## src/rtl/fifo_stream_reader_pkg.sv

```systemverilog
// Shared sizing and state encoding for the FIFO stream reader.
package fifo_stream_reader_pkg;

   localparam int unsigned BUF_DEPTH = 3;
   localparam int unsigned OCC_W     = $clog2(BUF_DEPTH + 1);

   typedef enum logic [1:0] {
      IDLE  = 2'd0,
      RUN   = 2'd1,
      DRAIN = 2'd2
   } rd_state_e;

endpackage

```

## src/rtl/fifo_stream_reader_buf.sv

```systemverilog
// In-order output buffer for the stream reader: head at entry 0, shifts on pop,
// push lands behind the last valid entry (after the shift when both happen).
module fifo_stream_reader_buf
   import fifo_stream_reader_pkg::*;
#(
   parameter int unsigned DATA_WIDTH = 8
) (
   input  logic                  clk,
   input  logic                  reset,
   input  logic                  push_i,
   input  logic [DATA_WIDTH-1:0] push_data_i,
   input  logic                  pop_i,
   output logic [DATA_WIDTH-1:0] head_o,
   output logic [OCC_W-1:0]      occ_o
);

   logic [DATA_WIDTH-1:0] ent_q [BUF_DEPTH];
   logic [DATA_WIDTH-1:0] ent_d [BUF_DEPTH];
   logic [OCC_W-1:0]      occ_q;
   logic [OCC_W-1:0]      occ_d;
   logic [OCC_W-1:0]      wr_idx;
   logic [OCC_W:0]        occ_sum;

   // One extra bit so an overflow or underflow is visible rather than wrapping.
   assign occ_sum = (OCC_W+1)'(occ_q) + (OCC_W+1)'(push_i) - (OCC_W+1)'(pop_i);

   always_comb begin
      ent_d  = ent_q;
      occ_d  = occ_sum[OCC_W-1:0];
      wr_idx = occ_q;
      if (pop_i) begin
         for (int unsigned i = 0; i < BUF_DEPTH - 1; i++) begin
            ent_d[i] = ent_q[i + 1];
         end
         wr_idx = occ_q - OCC_W'(1);
      end
      if (push_i) begin
         ent_d[wr_idx] = push_data_i;
      end
   end

   always_ff @(posedge clk) begin
      if (reset) begin
         occ_q <= '0;
         for (int unsigned i = 0; i < BUF_DEPTH; i++) begin
            ent_q[i] <= '0;
         end
      end else begin
         assert (occ_sum <= (OCC_W+1)'(BUF_DEPTH));
         occ_q <= occ_d;
         ent_q <= ent_d;
      end
   end

   assign head_o = ent_q[0];
   assign occ_o  = occ_q;

endmodule

```

## src/rtl/fifo_stream_reader.sv

```systemverilog
// Pops a registered-read FIFO and presents the words as a valid/ready stream.
// Optional delivered-word counter enabled by FIFO_READER_COUNT_EN.
module fifo_stream_reader
   import fifo_stream_reader_pkg::*;
#(
   parameter int unsigned DATA_WIDTH = 8,
   parameter int unsigned CNT_WIDTH  = 16
) (
   input  logic                  clk,
   input  logic                  reset,
   input  logic                  enable,
   output logic                  fifo_read,
   input  logic [DATA_WIDTH-1:0] fifo_dout,
   input  logic                  fifo_empty,
   output logic [DATA_WIDTH-1:0] m_data,
   output logic                  m_valid,
   input  logic                  m_ready,
   output logic                  busy
`ifdef FIFO_READER_COUNT_EN
   ,
   output logic [CNT_WIDTH-1:0]  word_count
`endif
);

   rd_state_e        state_q;
   rd_state_e        state_d;
   logic             pend_q;
   logic [OCC_W-1:0] occ;
   logic [OCC_W:0]   inflight;
   logic             pop;

   fifo_stream_reader_buf #(
      .DATA_WIDTH (DATA_WIDTH)
   ) u_buf (
      .clk         (clk),
      .reset       (reset),
      .push_i      (pend_q),
      .push_data_i (fifo_dout),
      .pop_i       (pop),
      .head_o      (m_data),
      .occ_o       (occ)
   );

   // Reserve a slot for every word already requested so the buffer never overflows.
   assign inflight  = (OCC_W+1)'(occ) + (OCC_W+1)'(pend_q);
   assign fifo_read = (state_q == RUN) && !fifo_empty && (inflight < (OCC_W+1)'(BUF_DEPTH));
   assign m_valid   = (occ != '0);
   assign pop       = m_valid && m_ready;
   assign busy      = (state_q != IDLE);

   always_comb begin
      state_d = state_q;
      case (state_q)
         IDLE:    if (enable) state_d = RUN;
         RUN:     if (!enable) state_d = DRAIN;
         DRAIN: begin
            if (enable) begin
               state_d = RUN;
            end else if ((occ == '0) && !pend_q) begin
               state_d = IDLE;
            end
         end
         default: state_d = IDLE;
      endcase
   end

   always_ff @(posedge clk) begin
      if (reset) begin
         state_q <= IDLE;
         pend_q  <= 1'b0;
      end else begin
         state_q <= state_d;
         pend_q  <= fifo_read;
      end
   end

`ifdef FIFO_READER_COUNT_EN
   logic [CNT_WIDTH-1:0] cnt_q;

   // Saturating count of accepted beats.
   always_ff @(posedge clk) begin
      if (reset) begin
         cnt_q <= '0;
      end else if (pop && (cnt_q != '1)) begin
         cnt_q <= cnt_q + CNT_WIDTH'(1);
      end
   end

   assign word_count = cnt_q;
`else
   logic unused_cnt_width;
   assign unused_cnt_width = ^32'(CNT_WIDTH);
`endif

endmodule
```

## config.mk

```make
export PLATFORM = sky130hd
export DESIGN_NAME = fifo_stream_reader
export DESIGN_NICKNAME = d
export VERILOG_FILES = /design/src/rtl/fifo_stream_reader_pkg.sv /design/src/rtl/fifo_stream_reader_buf.sv /design/src/rtl/fifo_stream_reader.sv
export SDC_FILE = /design/constraint.sdc
export NUM_CORES = 1
export LEC_CHECK = 0
export BUFFER_PORTS_ARGS = -buffer_cell sky130_fd_sc_hd__buf_2
export CAP_MARGIN = 20
export CORE_ASPECT_RATIO = 2
export CORE_MARGIN = 2
export CORE_UTILIZATION = 25
export DETAILED_ROUTE_END_ITERATION = 7
export GPL_ROUTABILITY_DRIVEN = 0
export SLEW_MARGIN = 20
export SYNTH_ARGS = -nofsm -noshare
export SYNTH_HDL_FRONTEND = slang
export SYNTH_HIERARCHICAL = 1
export SYNTH_SLANG_ARGS = --single-unit
```

## constraint.sdc

```tcl
create_clock -name clk -period 2.8 [get_ports clk]
set_input_delay 0.7 -clock clk [delete_from_list [all_inputs] [get_ports clk]]
set_output_delay 0.7 -clock clk [all_outputs]
set_load 0.05 [all_outputs]
```

== Word-level counts from Yosys, hierarchy flattened ==
Cells that the tools add are included.
Storage, ports and cells
  logic and storage cells: 41
  memories: 0
  output and inout port bits: 11
  RAM bits: 0
  ROM bits: 0
  bits in latches: 0
  register bits after elaboration: 29
  input port bits: 13
Cells by class
  multiply operators: 0
  add/sub/neg operators: 3
  divide/modulo/power cells: 0
  bitwise operators: 1
  magnitude comparators: 3
  mux-type cells: 11
  eq/ne operators: 5
  reduce and logical (&&, ||, !) cells: 12
  shift operators: 0
Operators by type and width (count)
  bitwise mux 24 bit: 1
  2-to-1 mux 24 bit: 1
  demux 8 bit (select 2 bit): 1
  2-to-1 mux 16 bit: 1
  2-to-1 mux 2 bit: 5
  2-to-1 mux 8 bit: 1
  case mux 2 bit (3 select lines): 1
  logical AND 1 bit: 5
  zero test 2 bit: 2
  != test 2 bit, second input constant: 2
  nonzero test 2 bit: 2
  adder 2 x 1 -> 3 bit: 1
  >= comparator 3 bit, second input constant: 1
  less-than comparator 3 x 1 -> 1 bit, second input constant: 1
  less-than comparator 3 x 2 -> 1 bit, second input constant: 1
  != test 3 bit, second input constant: 1
  inverter 2 -> 3 bit: 1
  AND reduction 3 bit: 1
  == test 2 x 1 -> 1 bit, second input constant: 1
  == test 2 bit, second input constant: 1
  zero test 1 bit: 2
  subtractor 2 x 1 -> 2 bit: 1
  subtractor 2 x 1 -> 2 bit, second input constant: 1

== Depth between registers and ports, before layout ==
Gate-level depths: netlist (run 1).
  word-level depth: 10
  gate-level depth with buffers: 8
  mapped depth without buffers: 8

== By module ==
Netlist (run 1), hierarchy kept.
By module, submodules not included
  fifo_stream_reader_buf: seq. area each 520.5 µm², cells an instance 137, instances 1, area an instance 1368.8 µm²
  fifo_stream_reader: seq. area each 60.1 µm², cells an instance 18, instances 1, area an instance 182.7 µm²

== Worst setup path before layout (run 1) ==
Ideal clock, no wire load.
  path kind: reg2out
  from: register pend_q
  to: output fifo_read
  path buffers: 0
  arrival time: 2.196 ns
  cell stages (with the launch flop): 5
  path slack: -0.096 ns
  required time: 2.100 ns
  cell sequence: dfxtp_1 -> ha_1 -> ha_1 -> or2_2 -> a211oi_1
Between the ends
  word-level cells in the longest chain between the ends: 3
RTL lines
  start: declaration: RTL line fifo_stream_reader.sv:27  | logic pend_q;
  start signal: assignment: RTL line fifo_stream_reader.sv:73  | pend_q <= fifo_read;
  adder 2 x 1 -> 3 bit: RTL line fifo_stream_reader.sv:45  | assign inflight = (OCC_W+1)'(occ) + (OCC_W+1)'(pend_q);
  less-than comparator 3 x 2 -> 1 bit: RTL line fifo_stream_reader.sv:46  | assign fifo_read = (state_q == RUN) && !fifo_empty && (inflight < (OCC_W+1)'(BUF_DEPTH));
  logical AND 1 bit: RTL line fifo_stream_reader.sv:46
  end: declaration: RTL line fifo_stream_reader.sv:12  | output logic fifo_read,
No other way between the ends.

== Final worst setup path (run 1) ==
Ends and elaborated chain as after synthesis.

==> results of run 1 <==
[worst min-delay path by stage]
stage	from	endpoint	slack [ps]	cells after the start
2_1_floorplan	state_q[1]	state_q[0]	480	1
3_3_place_gp	state_q[1]	state_q[0]	510	1
3_5_place_dp	state_q[1]	state_q[0]	520	1
4_1_cts	state_q[1]	state_q[0]	530	1
5_1_grt	state_q[0]	state_q[0]	560	1
6_report	state_q[1]	state_q[0]	520	1
[final cells by class]
type / instances / area (sq um)
fillers: 631 / 4200
multi-input cells: 107 / 851
flip-flops and latches: 29 / 581
clock buffers: 7 / 153
repair buffers: 25 / 130
well taps: 63 / 78.8
inverters: 3 / 11.3
clock inverters: 1 / 5.00
[cell usage in the layout, fill, tap and decap left out, drive strengths merged]
cell type and count:
nand2b 9, nor2 2, o311a 1, nand3 2
a211oi 2, nand2 1, clkinv 1, clkbuf 7
a2111oi 1, buf 25, and3 1, xor2 2
inv 3, mux2i 32, xnor2 2, or2 20
o21ai 16, dfxtp 29, ha 4, and2 1
nor2b 11
[stage by stage]
stage               setup slack (ps)  instances  total power [mW]  hold WS, ps
floorplan                        388        155             0.958          480
global placement                 579        227              1.02          514
detailed placement               568        227              1.03          521
CTS                              267        235              1.59          528
global route                     225        235              1.65          562
finish                           283        235              1.57          521
[per-layer routing]
layer | vias up | track usage, % | wire length (um)
met1 | 511 | 9.62 | 1120
met4 | 0 | 7.56 | 117
met3 | 8 | 1.90 | 102
met5 | - | 0 | 0
li1 | 549 | - | -
met2 | 21 | 17.1 | 1670
[power by group]
group	switching, mW	leakage, nW	total (mW)	internal [mW]
clock network	0.175	0.0799	0.550	0.375
logic	0.321	0.471	0.532	0.211
registers	0.0368	0.234	0.484	0.447
total	0.533	0.785	1.57	1.03
[cell families (layout without fill, tap and decap cells)]
group                    after synthesis  after routing  synth area share (%)
adder cells (fa/ha/maj)                4              4                  3.23
buffers and inverters                 19             36                  8.06
XOR/XNOR                               4              4                  2.74
AND/OR/NAND/NOR                       47             47                  20.2
multiplexers                          32             32                  20.6
flip-flops                            29             29                  37.4
AO/OA/AOI/OAI                         20             20                  7.74
==> metrics.md, run 1 <==
| Metric | Value |
|---|---|
| P&R area growth vs syn | `16.6%` |
| Lkg Pwr | `around 0.78 nW` |
| Largest stage delay on the critical path | `400 ps` |
| Fmax | `approximately 400 MHz` |
| Post-synth EDFFs | `0` |
| Async SR Flop Fraction | `0%` |
| Reg2reg setup slack | `about 740 ps` |
| Post-layout minimum cycle time | `between 2000 and 3000 ps` |
| N_diodes | `0` |
| Total number of vias | `~1,100` |
| DRT antenna net count | `0` |
| Die span in y | `roughly 120 um` |
| Peak supply drop | `~0.21 mV` |
| Synthesized area per cell | `10.0 sq um` |
| Residual DRC count | `0` |
| Unrepaired setup endpoints after global routing | `no` |
| Top_reg_cell synth | `dfxtp_1` |
| Fin Setup TNS | `0 ps` |
| Outcome | `finished clean` |
| Initial drt markers | `21` |
| Post-cts resize count | `0` |
| Final Cycle Share | `89.9%` |
| Relative slew slack | `a little over three fifths` |
| Critical path type | `flop to primary output` |
| # H-tree levels | `2` |
| Net count of the mapped netlist | `172` |
| Clock skew | `roughly 4.4 ps` |
| DRT Wirelength | `roughly 3000 um` |
| Core footprint | `~6000 sq um` |
| Clock root buffer | `clkbuf_16` |
| Initial antenna violation count | `0` |
| Worst R2R Start | `u_buf/occ_o[0]` |
| CTS Buffer Depth | `2` |
| Critical path arrival | `approximately 1800 ps` |
| All-Layer GR Usage | `under 10%` |
| Most frequent CP cell | `ha_1` |
| Die area | `about 6900 sq um` |
| Pin count of the biggest net entering global routing | `38` |
| Synth top area cells | `dfxtp_1, mux2i_1, or2_2` |
| HP Class | `flop to flop` |
| Ys Warns | `6` |
| Die Wd | `around 60 um` |
| Vias/cell | `4.63` |
| Share of the synthesized area in the top cell type | `37.4%` |
| WP buf/inv | `1` |
| Mapped Cells | `about 160` |
| Nature of the critical path startpoint | `flop` |
| Crit-path slowest cell | `dfxtp_1` |
| Pwr Density | `between 800 and 900 nW/um^2` |
| Io pins | `24` |
| Worst Tran Pin Value | `556 ps` |
| Critical Path Stages | `5` |
| Number of nets in the layout | `between 150 and 200` |
| Rows | `40` |
| Vias in the first global route | `between 1,000 and 1,500` |
| Fin. max-slew vios | `0` |
| Critical path endpoint category | `primary output` |
| CTS tree | `yes` |
| Postcts setup bufs | `0` |
| Initial core utilization | `approximately a quarter` |
| Netlist cell types | `28` |
| GRT overflow | `0` |
| Area leader, netlist | `dfxtp_1` |
| Critical path peak fanout | `7` |
| Post-route cell area | `1810 sq um` |
| Worst-Skew Late Latency | `270 ps` |
| CP cell instances | `ha_1 > ha_1 > or2_2 > a211oi_2 > buf_2` |
| Crit path launch | `pend_q` |
| Final hold vios | `0` |
| Hold buffer count at cts | `0` |
| Seq cells post-synth | `29` |
| Cell Area, Synth | `~1600 sq um` |
| Pre-Repair DR Iteration Count | `4` |
| Cts bufs inserted | `5` |
| Final setup fails | `0` |
| CP Capture Point | `fifo_read` |
| Sequential area share after synthesis | `37.4%` |
| Clock Sinks | `29` |
| Final design utilization | `between 30% and 40%` |
| # port buffers | `23` |
| First-pass GRT wire length | `about 4900 um` |
| DR WL/cell | `roughly 13 um` |
| Max cap viols | `0` |
| CTS clk-pin slew, worst paths | `approximately 50 ps` |
| Largest delay share family, worst path | `adder cells` |
| Synth top cells by count | `mux2i_1, dfxtp_1, or2_2` |
| Share of layout cells above drive strength 1 | `approximately a third` |
| Worst reg-to-reg path cell count | `6` |
| Crit path required time | `2100 ps` |
| Dpl hpwl | `~2200 um` |
| Count leader, synth | `mux2i_1` |
| Placed cell area | `1650 sq um` |
No activity file was read; power rests on OpenSTA's default activity.
==> inputs of run 2 (changes only) <==
CORE_ASPECT_RATIO = not set   (was 2)
CORE_UTILIZATION = 60   (was 25)
PLACE_DENSITY = 0.81   (was not set)
==> metrics.md, run 2 (synthesis results as in run 1) <==
| Metric | Value |
|---|---|
| Outcome | `finished clean` |
| Commonest non-fill, non-tap cells in the layout | `mux2i_1, dfxtp_1, buf_2, or2_2, nor2b_1` |
| Total number of vias | `1,071 (-1.7%)` |
| Core footprint | `2450 sq um (-59%)` |
| N_diodes | `0 (unchanged)` |
| Relative slew slack | `64.5% (+1.6 points)` |
| # port buffers | `23 (unchanged)` |
| Worst Tran Pin Value | `532 ps (-23.7 ps)` |
| DR WL/cell | `13.7 um (+7.1%)` |
| Io pins | `24 (unchanged)` |
| Crit path required time | `2100 ps (about the same)` |
| Peak supply drop | `0.839 mV (+290%)` |
| Dpl hpwl | `1980 um (-10%)` |
| CTS clk-pin slew, worst paths | `90 ps (+40 ps)` |
| Rows | `18 (-55%)` |
| Nature of the critical path startpoint | `flop` |
| Pwr Density | `778 nW/um^2 (-10%)` |
| Lkg Pwr | `0.746 nW (-4.9%)` |
| Worst Hold Path EP | `state_q[0]` |
| Die Wd | `54.9 um (-8.1%)` |
| CTS Buffer Depth | `2 (unchanged)` |
| Critical path arrival | `1890 ps (+70 ps)` |
| P&R area growth vs syn | `8.31%` |
| Critical path type | `flop to primary output` |
| Fillers | `207 (-67%)` |
| Fin. max-slew vios | `0 (unchanged)` |
| Residual DRC count | `0 (unchanged)` |
| Most common cell after layout, fill and taps aside | `mux2i_1` |
| Post-cts resize count | `0 (unchanged)` |
| Max cap viols | `0 (unchanged)` |
| Hold_sp | `state_q[1]` |
| DRT Wirelength | `2770 um (-7.9%)` |
| Vias/cell | `5.30 (+14%)` |
| Vias in the first global route | `1,021 (-4.4%)` |
| Critical path endpoint category | `primary output` |
| Critical path peak fanout | `7 (unchanged)` |
| Worst reg-to-reg path cell count | `6 (unchanged)` |
| Initial antenna violation count | `0 (unchanged)` |
| Pin count of the biggest net entering global routing | `38 (unchanged)` |
| CTS tree | `yes` |
| Hold Slack | `543 ps (+22.4 ps)` |
| Final setup fails | `0 (unchanged)` |
| Crit path launch | `pend_q` |
| Number of nets in the layout | `188 (unchanged)` |
| Hold depth | `1 (unchanged)` |
| Die span in y | `54.9 um (-52%)` |
| Post-route cell area | `1680 sq um (-7.1%)` |
| Clock root buffer | `clkbuf_4` |
| Placed cell area | `1610 sq um (-2.5%)` |
| Die area | `3010 sq um (-56%)` |
| Fmax | `386 MHz (-2.8%)` |
| Final hold vios | `0 (unchanged)` |
| First-pass GRT wire length | `4460 um (-9.1%)` |
| Post-layout minimum cycle time | `2590 ps (+73.1 ps)` |
| Initial core utilization | `63.2% (+37 points)` |
| HP Class | `flop to flop` |
| Final Cycle Share | `92.5% (+2.6 points)` |
| # H-tree levels | `2 (unchanged)` |
| Clock skew | `3.18 ps (-1.24 ps)` |
| Worst-Skew Late Latency | `330 ps (+60 ps)` |
| Final total power | `1.31 mW (-17%)` |
| Clock Sinks | `29 (unchanged)` |
| Unrepaired setup endpoints after global routing | `no` |
| Cts bufs inserted | `5 (unchanged)` |
| All-Layer GR Usage | `21.7% (+12 points)` |
| Pre-Repair DR Iteration Count | `4 (unchanged)` |
| Postcts setup bufs | `0 (unchanged)` |
| GRT overflow | `0 (unchanged)` |
| Worst R2R Start | `u_buf/occ_o[1]` |
| DRT antenna net count | `0 (unchanged)` |
| Hold buffer count at cts | `0 (unchanged)` |
| Initial drt markers | `14 (-33%)` |
| Fin Setup TNS | `0 ps (unchanged)` |
| Share of layout cells above drive strength 1 | `34.3% (unchanged)` |
| Reg2reg setup slack | `620 ps (-120 ps)` |
## run 2: cell counts in the layout (fill, tap and decap cells not counted)
No cell type changed its count.
## run 2: worst max-delay path by stage
stage                      endpoint  slack [ps]
after floorplan           fifo_read         390
after global placement         flop         570
after detailed placement       flop         480
after CTS                 fifo_read         180
after global routing      fifo_read         140
final                     fifo_read         210
## run 2: stage by stage
stage          utilization [%]  worst slack [ps]  cells
5_1_grt                   68.5               136    202
2_1_floorplan                -               388    155
3_3_place_gp              65.6               571    194
4_1_cts                   68.5               183    202
6_report                  68.5               210    202
3_5_place_dp              65.6               478    194
## run 2: layer usage
metal,vias up,global-route usage [%],share of wire (%)
met2,20,36.3,51
met1,496,24.8,44
met3,5,5.74,3.4
li1,550,-,-
met4,0,11.7,1.6
met5,-,0,0
## run 2: final cells by class
| class | count | area [sq um] | area share [%] |
|---|---|---|---|
| clock inverter | 1 | 5.00 | 0.298 |
| multi-input combinational | 107 | 851 | 50.6 |
| sequential | 29 | 581 | 34.5 |
| clock buffer | 7 | 65.1 | 3.87 |
| tap | 30 | 37.5 | 2.23 |
| timing repair buffer | 25 | 130 | 7.74 |
| inverter | 3 | 11.3 | 0.670 |
## run 2: power by group
part           switching [mW]  leakage, nW  internal (mW)
combinational           0.325        0.471          0.211
clock                   0.144       0.0413          0.145
sequential             0.0353        0.234          0.446
## run 2: worst max-delay path, cell delays in order (launching register included)
cell and delay, ps:
dfxtp_1 400, ha_1 250, ha_1 180, or2_2 300, a211oi_2 140, buf_2 280
